===== config.mk =====
export PLATFORM = sky130hd
export DESIGN_NAME = gpa_fhdo_sched
export DESIGN_NICKNAME = d
export VERILOG_FILES = /design/src/rtl/gpa_fhdo_sched.sv
export SDC_FILE = /design/constraint.sdc
export NUM_CORES = 1
export LEC_CHECK = 0
export ABC_AREA = 1
export ABC_CLOCK_PERIOD_IN_PS = 2300
export CORE_MARGIN = 1.5
export CORE_UTILIZATION = 42
export DETAILED_ROUTE_END_ITERATION = 8
export GPL_TIMING_DRIVEN = 0
export SYNTH_ARGS = -nofsm -noshare
export SYNTH_HDL_FRONTEND = slang
export SYNTH_SLANG_ARGS = --single-unit
export TNS_END_PERCENT = 20

===== constraint.sdc =====
create_clock -name clk -period 2.3 [get_ports clk]
set_input_delay 0.345 -clock clk [delete_from_list [all_inputs] [get_ports clk]]
set_output_delay 0.345 -clock clk [all_outputs]
set_load 0.01 [all_outputs]

===== src/rtl/gpa_fhdo_sched.sv =====
// gpa_fhdo_sched: round-robin scheduler feeding one pending DAC code per
// gradient channel (X, Y, Z, Z2) into the single GPA-FHDO SPI interface.
//
// Ports:
//   clk, rst_n       clock, asynchronous active-low reset
//   enable_i         allows new grants (an in-flight transfer always finishes)
//   wr_i/wr_ch_i/wr_data_i  per-channel value write (sets pending bit)
//   iface_data_o     32-bit word: [15:0] code, [26:25] channel, rest zero
//   iface_valid_o    one-cycle request pulse to the SPI interface
//   iface_busy_i     busy handshake from the SPI interface
//   pending_o        per-channel pending bits
//   idle_o           IDLE with nothing pending
//   timeout_err_o    sticky: busy never rose after a request
//   overwrite_o      sticky: a pending value was replaced before being sent
//   err_clr_i        clears both sticky flags
//   xfer_cnt_o       completed transfers (wrapping)
module gpa_fhdo_sched #(
  parameter int unsigned TO_W = 8
) (
  input  logic        clk,
  input  logic        rst_n,
  input  logic        enable_i,
  input  logic        wr_i,
  input  logic [1:0]  wr_ch_i,
  input  logic [15:0] wr_data_i,
  output logic [31:0] iface_data_o,
  output logic        iface_valid_o,
  input  logic        iface_busy_i,
  output logic [3:0]  pending_o,
  output logic        idle_o,
  output logic        timeout_err_o,
  output logic        overwrite_o,
  input  logic        err_clr_i,
  output logic [15:0] xfer_cnt_o
);

  localparam int unsigned NCH = 4;
  localparam int unsigned CW  = 2;
  localparam int unsigned DW  = 16;
  localparam int unsigned XW  = 16;

  // Counter value on the last WAIT_BUSY cycle: 2^TO_W-1 cycles in total.
  localparam logic [TO_W-1:0] TO_LAST = {{(TO_W-1){1'b1}}, 1'b0};

  typedef enum logic [1:0] {
    S_IDLE,
    S_WAIT_BUSY,
    S_WAIT_DONE
  } state_t;

  state_t          state_q;
  logic [CW-1:0]   last_grant_q;
  logic [TO_W-1:0] to_cnt_q;
  logic [DW-1:0]   val_q [NCH];

  logic [CW-1:0]   win;
  logic [CW-1:0]   idx;
  logic            found;
  logic            grant;
  logic [NCH-1:0]  wr_set;
  logic [NCH-1:0]  grant_clr;
  logic [NCH-1:0]  pending_nxt;
  logic            ovw_evt;
  logic            to_evt;
  logic            done_evt;

  // Round-robin pick: first pending channel after the last grant.
  always_comb begin
    win   = last_grant_q;
    idx   = last_grant_q;
    found = 1'b0;
    for (int i = 1; i <= NCH; i++) begin
      idx = last_grant_q + CW'(i);
      if (!found && pending_o[idx]) begin
        win   = idx;
        found = 1'b1;
      end
    end
  end

  // Grant, pending update and event decode.
  always_comb begin
    grant       = (state_q == S_IDLE) && enable_i && found && !iface_busy_i;
    wr_set      = wr_i  ? (NCH'(1) << wr_ch_i) : '0;
    grant_clr   = grant ? (NCH'(1) << win)     : '0;
    // A write into the channel being granted keeps it pending with the new value.
    pending_nxt = (pending_o & ~grant_clr) | wr_set;
    ovw_evt     = wr_i && pending_o[wr_ch_i] && !(grant && (win == wr_ch_i));
    to_evt      = (state_q == S_WAIT_BUSY) && !iface_busy_i && (to_cnt_q == TO_LAST);
    done_evt    = (state_q == S_WAIT_DONE) && !iface_busy_i;
  end

  // Per-channel value registers.
  always_ff @(posedge clk or negedge rst_n) begin
    if (!rst_n) begin
      for (int i = 0; i < NCH; i++) val_q[i] <= '0;
    end else if (wr_i) begin
      val_q[wr_ch_i] <= wr_data_i;
    end
  end

  // Scheduler FSM with registered outputs.
  always_ff @(posedge clk or negedge rst_n) begin
    if (!rst_n) begin
      state_q       <= S_IDLE;
      last_grant_q  <= CW'(NCH - 1);
      to_cnt_q      <= '0;
      iface_data_o  <= '0;
      iface_valid_o <= 1'b0;
      pending_o     <= '0;
      idle_o        <= 1'b1;
      timeout_err_o <= 1'b0;
      overwrite_o   <= 1'b0;
      xfer_cnt_o    <= '0;
    end else begin
      iface_valid_o <= 1'b0;
      pending_o     <= pending_nxt;

      case (state_q)
        S_IDLE: begin
          if (grant) begin
            iface_data_o  <= {5'b0, win, 1'b0, 8'b0, val_q[win]};
            iface_valid_o <= 1'b1;
            last_grant_q  <= win;
            to_cnt_q      <= '0;
            state_q       <= S_WAIT_BUSY;
            idle_o        <= 1'b0;
          end else begin
            idle_o        <= (pending_nxt == '0);
          end
        end
        S_WAIT_BUSY: begin
          if (iface_busy_i) begin
            state_q <= S_WAIT_DONE;
            idle_o  <= 1'b0;
          end else if (to_evt) begin
            state_q <= S_IDLE;
            idle_o  <= (pending_nxt == '0);
          end else begin
            to_cnt_q <= to_cnt_q + TO_W'(1);
            idle_o   <= 1'b0;
          end
        end
        S_WAIT_DONE: begin
          if (done_evt) begin
            xfer_cnt_o <= xfer_cnt_o + XW'(1);
            state_q    <= S_IDLE;
            idle_o     <= (pending_nxt == '0);
          end else begin
            idle_o     <= 1'b0;
          end
        end
        default: begin
          state_q <= S_IDLE;
          idle_o  <= (pending_nxt == '0);
        end
      endcase

      // Set events take priority over a same-cycle clear.
      if (to_evt)         timeout_err_o <= 1'b1;
      else if (err_clr_i) timeout_err_o <= 1'b0;
      if (ovw_evt)        overwrite_o   <= 1'b1;
      else if (err_clr_i) overwrite_o   <= 1'b0;
    end
  end

endmodule


==> impl_metrics.yaml, run 1 <==
status:
  status: "completed"
yosys:
  ys_ff_latch: 118
  syn_inst: 678
  synth_commonest_cells: "nand2_1, dfrtp_1, o21ai_0"
  async_flop_share: 1.00
  syn-cell-area_sq_um: 5640
  yosysSeqAreaShare: 0.524
  synth-edff-count: 0
  synth_ff_type: "dfrtp_1"
  netlist.top_cell.by_area: "dfrtp_1"
  yosys_warnings: 0
  synth_area_leaders: "dfrtp_1, nand2_1, o21ai_0, inv_1, nand3_1"
  postSynthAreaPerCell_sq_um: 8.32
  synth_cell_types: 40
  synth_top_area_share: 0.510
  synth.most_common_cell: "nand2_1"
timing:
  tns_ps: 0
  max_freq_ghz: 0.454
  rsz0062_at_grt: "yes"
  hold_viol_final: 0
  relSlewSlack: 0.585
  tightest_slew_ps: 623
  fin_crit_sh: 0.957
  clock-skew-final_ps: 5.25
  period_minus_slack_ps: 2200
  whs_ps: 433
  slew_viol_final: 0
  setup_viol: 0
clock_network:
  clk_latency_ps: 420
  clkSinkCount: 118
  cts_root_buf: "clkbuf_16"
  cts_tree: "built"
  clk_pin_slew_ps: 50
  cts_htree_levels: 4
  cts-buffers-inserted: 17
  clock_path_buffers: 2
global_routing:
  grt_pass1_wl_um: 23300
  grt_pass1_vias: 4454
  antenna_found_initial: 0
  gr-usage-all-layers: 0.213
  grt_max_degree: 72
  overflow: 0
pwr:
  leakagePower_nw: 3.67
  power-per-cell-area_nw_per_um2: 1500
  peakVddDrop_mv: 0.799
  power_mw: 11.0
run:
  maxCapViolCount: 0
worst_setup_path:
  reg2regPathDepth: 16
  critPathBufInv: 3
  critPathLaunchType: "flip-flop"
  timing.rr.start: "last_grant_q[0]"
  slowest_stage: "dfstp_2"
  critPathArrivalTime_ps: 2560
  max_stage_delay_ps: 530
  critPathKind: "reg -> reg"
  critPathTopFamily: "simple AND/OR/NAND/NOR gates"
  regToRegEndpoint: "iface_data_o[7]"
  cp_max_fo: 10
  crit_chain: "buf_8 > inv_8 > nand2_1 > nand2_2 > nand2_4 > nand2_4 > nor2_2 > nand3_1 > nand2_4 > buf_6 > nand2_1 > nand2_1 > nand2_1 > nand2_1 > nand2_1 > nand2_1"
  cpMostUsedCell: "nand2_1"
  endpoint_kind: "flip-flop"
  cp.required_ps: 2660
  reg2reg_slack_ps: 100
detailed_routing:
  routed_wl_um: 14400
  drcViolationCount: 0
  dr.pass1.iters: 5
  vias: 4741
  avgRoutedWirePerCell_um: 14.8
  drtIter0Drc: 286
  vias_per_cell: 4.86
  drtAntennaViolNets: 0
finish:
  drive_gt1_frac: 0.126
  antenna_cells: 0
  utilization: 0.554
  area_growth_pct: 29.5
  fin_area_sq_um: 7310
  nets: 816
place:
  place.port_buffers: 64
  dpl-instance-area_sq_um: 6580
  hpwlAfterDp_um: 9640
  gp_congestion: 0.808
min_path:
  min_path_type: "in -> async"
floorplanning:
  fp-row-count: 42
  ios: 80
  fp.dieH_um: 119
  core-area_sq_um: 13200
  start_util: 0.428
  dieArea_sq_um: 14100
  die-width_um: 119
-- worst max-delay path by stage --
stage,startpoint,endpoint,slack (ps),cells past startpoint
after floorplan,last_grant_q[0],iface_data_o[11],350,16
after global placement,rst_n,val_q[23],-3680,1
after detailed placement,iface_busy_i,xfer_cnt_o[14],-250,10
after CTS,last_grant_q[0],iface_data_o[13],20,12
after global routing,last_grant_q[0],iface_data_o[1],-60,15
final,last_grant_q[0],iface_data_o[7],100,16
-- cells by family (layout without fill, tap and decap cells) --
| group | after synthesis | in the layout | synth area share |
|---|---|---|---|
| muxes | 1 | 1 | 0.00199 |
| DFF | 118 | 118 | 0.524 |
| xor gates and xnor gates | 15 | 15 | 0.0233 |
| AOI/OAI and AO/OA | 102 | 102 | 0.101 |
| adders and majority gates | 3 | 3 | 0.00665 |
| and+or+nand+nor | 346 | 346 | 0.262 |
| other | 1 | 14 | 0.000664 |
| buffers and inverters | 92 | 200 | 0.0802 |
-- placed cells by master, fill, tap and decap left out, types with 4 or more instances in the layout --
master,n
nand3_1,24
xor2_1,10
nand4_1,4
or2_1,4
inv_1,47
or2_0,10
nand2_2,9
nand2_4,7
buf_4,27
nor2_1,18
clkinv_2,6
clkbuf_8,4
nor3_1,6
xnor2_1,5
dfrtp_1,115
conb_1,14
o21ai_0,72
clkdlybuf4s50_1,63
buf_6,7
clkbuf_1,16
nand2_1,252
clkbuf_16,18
a21oi_1,5
o211ai_1,16
-- layer usage --
layer  part of all wire  vias up  wire [um]  global-route usage
li1                   -     2344          -                   -
met1               0.47     2259       6820               0.295
met2               0.46      114       6690               0.334
met3              0.042       24        607              0.0445
met4              0.019        0        270              0.0753
met5                  0        -          0                   0
-- area by class of cell --
cell class              count  area (sq um)
flip-flops and latches    118          2960
multi-input cells         481          2330
clock inverters             5          25.0
fillers                  1237          5880
clock buffers              24           492
repair buffers             79           795
well taps                 176           220
plain buffers              42           292
inverters                  50           196
-- worst reg2reg max path: cells and delay by family, from the launching register on --
family	cells	cell delay, ps
AND/OR/NAND/NOR	13	1260
flip-flops	1	530
buffers and inverters	3	360
-- through the flow --
stage | cells | setup WS (ps)
detailed placement | 932 | -250
CTS | 962 | 17.4
floorplan | 691 | 347
global route | 975 | -62.7
global placement | 931 | -3680
finish | 975 | 99.4
-- sequential cells by signal, indices dropped and copies added (netlist names) --
| signal | flops |
|---|---|
| timeout_err_o | 1 |
| last_grant_q | 2 |
| iface_valid_o | 1 |
| pending_o | 4 |
| xfer_cnt_o | 16 |
| idle_o | 1 |
| val_q | 64 |
| to_cnt_q | 8 |
| iface_data_o | 18 |
| overwrite_o | 1 |
| state_q | 2 |
-- report_power, final --
group | leakage [nW] | internal (mW) | switching (mW) | total (mW)
sequential | 1.48 | 2.53 | 0.296 | 2.82
clock | 0.261 | 1.46 | 0.873 | 2.33
combinational | 1.93 | 2.42 | 3.43 | 5.85
total | 3.67 | 6.40 | 4.60 | 11.0
-- repair_timing --
action,in CTS,in global routing
setup endpoints to repair,15,27
setup buffers,0,12
hold endpoints to repair,47,0
gates resized for setup,3,22
hold buffers,1,0
pin swaps,0,10
gates cloned,0,1
No activity file was read; power rests on OpenSTA's default activity.
==> run 2, diff against run 1 <==
--- a/config.mk
+++ b/config.mk
@@ -11,6 +11,7 @@
 export CORE_UTILIZATION = 42
 export DETAILED_ROUTE_END_ITERATION = 8
 export GPL_TIMING_DRIVEN = 0
+export SETUP_SLACK_MARGIN = 0.05
 export SYNTH_ARGS = -nofsm -noshare
 export SYNTH_HDL_FRONTEND = slang
 export SYNTH_SLANG_ARGS = --single-unit
==> run 2 against run 1 <==
  * Fmax is 0.56% lower
  * Worst hold slack improved by 0.84 ps
  * Register-to-register slack about the same
  * Sequential power about the same
==> impl_metrics.yaml, run 2 (synthesis results as in run 1) <==
worst_setup_path:
  slowest_stage: "dfstp_2"
  critPathBufInv: 2
  cpMostUsedCell: "nand2_1"
  critPathTopFamily: "simple AND/OR/NAND/NOR gates"
  critPathLaunchType: "flip-flop"
  cp.required_ps: 2650
  crit_chain: "inv_4 > nand2_1 > nand2_4 > nand2_4 > nand2_4 > nor2_2 > nand3_1 > nand2_4 > buf_6 > nand2_1 > nand2_1 > nand2_1 > nand2_1 > nand2_1 > nand2_1"
  critPathArrivalTime_ps: 2570
  endpoint_kind: "flip-flop"
  critPathKind: "reg -> reg"
  max_stage_delay_ps: 620
  cp_max_fo: 10
place:
  dp.cells: 932
  hpwlAfterDp_um: 9640
  gp_congestion: 0.808
  place.port_buffers: 64
pwr:
  power-per-cell-area_nw_per_um2: 1510
  p_switching_mw: 4.62
  seqPwrFrac: 0.257
  swShare: 0.418
  combPwrFrac: 0.532
  peakVddDrop_mv: 0.811
  power_mw: 11.0
  leakagePower_nw: 3.67
  p_clk_frac: 0.211
  cell_internal_pwr_mw: 6.42
floorplanning:
  core-area_sq_um: 13200
  fp.dieH_um: 119
  dieArea_sq_um: 14100
  ios: 80
  start_util: 0.428
  die-width_um: 119
  fp-row-count: 42
finish:
  antenna_cells: 0
  fin_cells: 975
  top_register: "val_q"
  largest_reg_flops: 64
  area_growth_pct: 29.9
  n_fill_cell: 1240
  top_regs: "val_q (64), iface_data_o (18), xfer_cnt_o (16)"
  utilization: 0.556
  drive_gt1_frac: 0.133
  regArea_sq_um: 2960
  nets: 816
  layout_common_cells: "nand2_1, dfrtp_1, o21ai_0, clkdlybuf4s50_1, inv_1"
  multi_input_area_sq_um: 2350
  final_common_cell: "nand2_1"
timing:
  slew_viol_final: 0
  whs_ps: 434
  period_minus_slack_ps: 2210
  tns_ps: 0
  tightest_slew_ps: 625
  clock-skew-final_ps: 6.25
  max_freq_ghz: 0.452
  relSlewSlack: 0.583
  rsz0062_at_grt: "yes"
  hold_viol_final: 0
  fin_crit_sh: 0.962
  setup_viol: 0
clock_network:
  clock_path_buffers: 2
  cts_tree: "built"
  clk_pin_slew_ps: 50
  cts-buffers-inserted: 17
  clkSinkCount: 118
  cts_root_buf: "clkbuf_16"
  clk_latency_ps: 420
  cts_htree_levels: 4
global_routing:
  grt_pass1_vias: 4454
  grt_pass1_wl_um: 23300
  gr-usage-all-layers: 0.213
  grt_max_degree: 72
  antenna_found_initial: 0
  overflow: 0
detailed_routing:
  vias: 4740
  drcViolationCount: 0
  routed_wl_um: 14500
  vias_per_cell: 4.86
  drtIter0Drc: 281
  dr.pass1.iters: 6
  avgRoutedWirePerCell_um: 14.9
  drtAntennaViolNets: 0
min_path:
  min_path_type: "in -> async"
run:
  maxCapViolCount: 0
status:
  status: "completed"
-- run 2: changes by cell type in the layout (fill, tap and decap cells not counted), sizes merged --
cell,previous run,this run
clkbuf,41,40
clkinv,6,5
buf,40,41
inv,49,50
-- run 2: power groups by stage --
stage / Clock [mW] / Combinational [mW] / Sequential, mW
after global placement: 0 / 4.95 / 2.83
after floorplan: 0 / 3.25 / 2.88
after CTS: 2.37 / 5.12 / 2.82
after detailed placement: 0 / 5.05 / 2.84
after global routing: 2.47 / 6.51 / 2.89
final: 2.33 / 5.87 / 2.83
-- run 2: timing repair --
item                                    4_1_cts  5_1_grt
hold buffers                                  1        0
setup buffers                                 0       12
pin swaps                                     0       12
gates resized for setup                       5       27
endpoints found under the hold margin        47        0
endpoints found under the setup margin       17       31
cloned                                        0        1
-- run 2: worst register-to-register path, cell delays in order, from the launching register on --
cell and delay, ps:
dfstp_2 620, inv_4 80, nand2_1 110, nand2_4 80, nand2_4 90, nand2_4 80, nor2_2 180, nand3_1 170
nand2_4 160, buf_6 180, nand2_1 60, nand2_1 70, nand2_1 50, nand2_1 110, nand2_1 70, nand2_1 50
-- run 2: final timing paths --
check / startpoint / end / slack, ps / cells after the start
setup / recovery: last_grant_q[1] / iface_data_o[7] / 90 / 15
hold / removal: rst_n / xfer_cnt_o[6] / 430 / 2
setup reg to reg: last_grant_q[1] / iface_data_o[7] / 90 / 15
hold reg to reg: xfer_cnt_o[15] / xfer_cnt_o[15] / 470 / 1
max in group asynchronous: rst_n / last_grant_q[0] / 1130 / 3
min in group clk: wr_ch_i[1] / overwrite_o / 460 / 5
-- run 2: layer usage --
layer	up-vias	GRT usage	share of wire
met2	111	0.334	0.46
met3	24	0.0445	0.043
met5	-	0	0
met4	0	0.0753	0.020
li1	2348	-	-
met1	2257	0.295	0.47
-- run 2: area by class of cell --
| class | count | area share |
|---|---|---|
| Multi-Input combinational cell | 481 | 0.321 |
| Buffer | 42 | 0.0398 |
| Clock buffer | 24 | 0.0671 |
| Sequential cell | 118 | 0.403 |
| Inverter | 50 | 0.0273 |
| Clock inverter | 5 | 0.00341 |
| Timing Repair Buffer | 79 | 0.108 |
| Tap cell | 176 | 0.0300 |
-- run 2: stage by stage --
step           worst slack [ps]  cell area, sq um
6_report                   87.0              7330
4_1_cts                    19.8              7120
3_3_place_gp              -3680              6550
5_1_grt                   -78.0              7330
2_1_floorplan               347              5690
3_5_place_dp               -250              6580
==> run 3, diff against run 2 <==
--- a/config.mk
+++ b/config.mk
@@ -7,10 +7,11 @@
 export LEC_CHECK = 0
 export ABC_AREA = 1
 export ABC_CLOCK_PERIOD_IN_PS = 2300
-export CORE_MARGIN = 1.5
 export CORE_UTILIZATION = 42
 export DETAILED_ROUTE_END_ITERATION = 8
 export GPL_TIMING_DRIVEN = 0
+export HOLD_SLACK_MARGIN = 0.06
+export RECOVER_POWER = 50
 export SETUP_SLACK_MARGIN = 0.05
 export SYNTH_ARGS = -nofsm -noshare
 export SYNTH_HDL_FRONTEND = slang
==> run 3 against run 2 <==
  * Total power rose by 4.6%
  * Die area down 1.7%
  * Fmax hardly changed
  * Largest cell class unchanged
  * Cell count shrank 0.72%
  * Global-route usage up 0.28 points
  * Clock skew about the same
  * Sequential power about the same
  * Routed wire length decreased by 0.36%
  * Highest routed layer unchanged
==> impl_metrics.yaml, run 3 (synthesis results as in run 1) <==
global_routing:
  antenna_found_initial: 0
  overflow: 0
  gr-usage-all-layers: 0.216
  grt_pass1_vias: 4689
  grt_pass1_wl_um: 23400
  grt_max_degree: 102
clock_network:
  clkSinkCount: 118
  cts-buffers-inserted: 17
  cts_tree: "built"
  clock_path_buffers: 2
  clk_pin_slew_ps: 50
  clk_latency_ps: 410
  cts_root_buf: "clkbuf_16"
  cts_htree_levels: 4
floorplanning:
  dieArea_sq_um: 13900
  ios: 80
  core-area_sq_um: 12900
  die-width_um: 118
  fp.dieH_um: 118
  fp-row-count: 41
  start_util: 0.438
timing:
  hold_viol_final: 0
  tightest_slew_ps: 1070
  layout_setup_ws_ps: 85.0
  slew_viol_final: 0
  tns_ps: 0
  max_freq_ghz: 0.451
  fin_crit_sh: 0.963
  relSlewSlack: 0.284
  period_minus_slack_ps: 2210
  clock-skew-final_ps: 5.95
  setup_viol: 0
  rsz0062_at_grt: "yes"
detailed_routing:
  dr.pass1.iters: 5
  drcViolationCount: 0
  routed_wl_um: 14400
  vias: 4779
  vias_per_cell: 4.94
  avgRoutedWirePerCell_um: 14.9
  drtIter0Drc: 270
  drtAntennaViolNets: 0
min_path:
  min_to: "overwrite_o"
  min_from: "wr_ch_i[1]"
  holdPathStages: 5
  min_path_type: "in -> reg"
finish:
  top_regs: "val_q (64), iface_data_o (18), xfer_cnt_o (16)"
  nets: 814
  final_common_cell: "nand2_1"
  drive_gt1_frac: 0.132
  regArea_sq_um: 2960
  layout_common_cells: "nand2_1, dfrtp_1, o21ai_0, clkdlybuf4s50_1, inv_1"
  largest_reg_flops: 64
  top_register: "val_q"
  multi_input_area_sq_um: 2410
  area_growth_pct: 32.3
  antenna_cells: 0
  n_fill_cell: 1205
place:
  gp_congestion: 0.792
  hpwlAfterDp_um: 9700
  dp_slack_ps: -300
  place.port_buffers: 64
pwr:
  power_mw: 11.5
  peakVddDrop_mv: 0.811
  leakagePower_nw: 3.73
  power-per-cell-area_nw_per_um2: 1550
worst_setup_path:
  endpoint_kind: "flip-flop"
  cp.required_ps: 2600
  cp_max_fo: 5
  critPathLaunchType: "flip-flop"
  regToRegEndpoint: "iface_data_o[8]"
  reg2regPathDepth: 14
  critPathKind: "reg -> reg"
  critPathArrivalTime_ps: 2520
  reg2reg_slack_ps: 90
  timing.rr.start: "last_grant_q[0]"
run:
  maxCapViolCount: 0
status:
  status: "completed"
[run 3: changes by cell type in the layout (fill, tap and decap cells not counted), sizes merged]
cell / before / now
dlygate4sd3: 1 / 2
clkinv: 5 / 3
buf: 41 / 37
clkbuf: 40 / 42
clkdlybuf4s50: 63 / 62
bufinv: 0 / 1
[run 3: critical path: stages (launching register included)]
cell	delay (ps)
dfstp_2	570
buf_8	130
nand2_1	80
nand2_2	120
nand2_1	110
nand2_4	110
nand3_4	130
nand2_4	110
nand2_8	80
buf_8	140
or2_0	190
o211ai_1	80
nand2_1	130
nand2_1	80
nand2_1	50
[run 3: area by class of cell]
cell class | count | share of cell area
buffer | 42 | 0.0412
clock buffer | 24 | 0.0685
clock inverter | 4 | 0.00603
inverter | 50 | 0.0265
multi-input combinational | 481 | 0.323
sequential | 118 | 0.396
tap | 172 | 0.0288
timing repair buffer | 77 | 0.110
[run 3: worst max path at each step]
stage	startpoint	end	slack (ps)	depth (start not counted)
final	last_grant_q[0]	iface_data_o[8]	90	14
after global routing	last_grant_q[0]	iface_data_o[10]	-70	15
after CTS	last_grant_q[0]	iface_data_o[1]	7	15
after detailed placement	iface_busy_i	xfer_cnt_o[14]	-300	10
after global placement	rst_n	xfer_cnt_o[0]	-3730	1
after floorplan	last_grant_q[0]	iface_data_o[11]	350	16
[run 3: repair_timing]
item                       4_1_cts  5_1_grt
cloned                           0        3
pin swaps                        0       16
buffers inserted                 0        8
setup endpoints to repair       18       33
hold buffers                     1        0
resized for setup                5       47
hold endpoints to repair        17        0
[run 3: routing by layer]
layer,vias up,share of wire,global-route usage
met5,-,0,0
met3,19,0.051,0.0417
met2,138,0.48,0.347
li1,2346,-,-
met4,0,0.018,0.0913
met1,2276,0.45,0.285
[run 3: through the flow]
stage	std cells	utilization	hold WS (ps)	cell area, sq um
floorplan	691	-	49.4	5690
global route	968	0.580	481	7470
finish	968	0.580	452	7470
global placement	927	0.509	457	6550
CTS	957	0.556	328	7160
detailed placement	928	0.511	193	6580
[run 3: power breakdown]
group          switching (mW)  internal, mW
Sequential              0.299          2.53
Clock                   0.859          1.62
Combinational            3.64          2.59
Total                    4.80          6.74
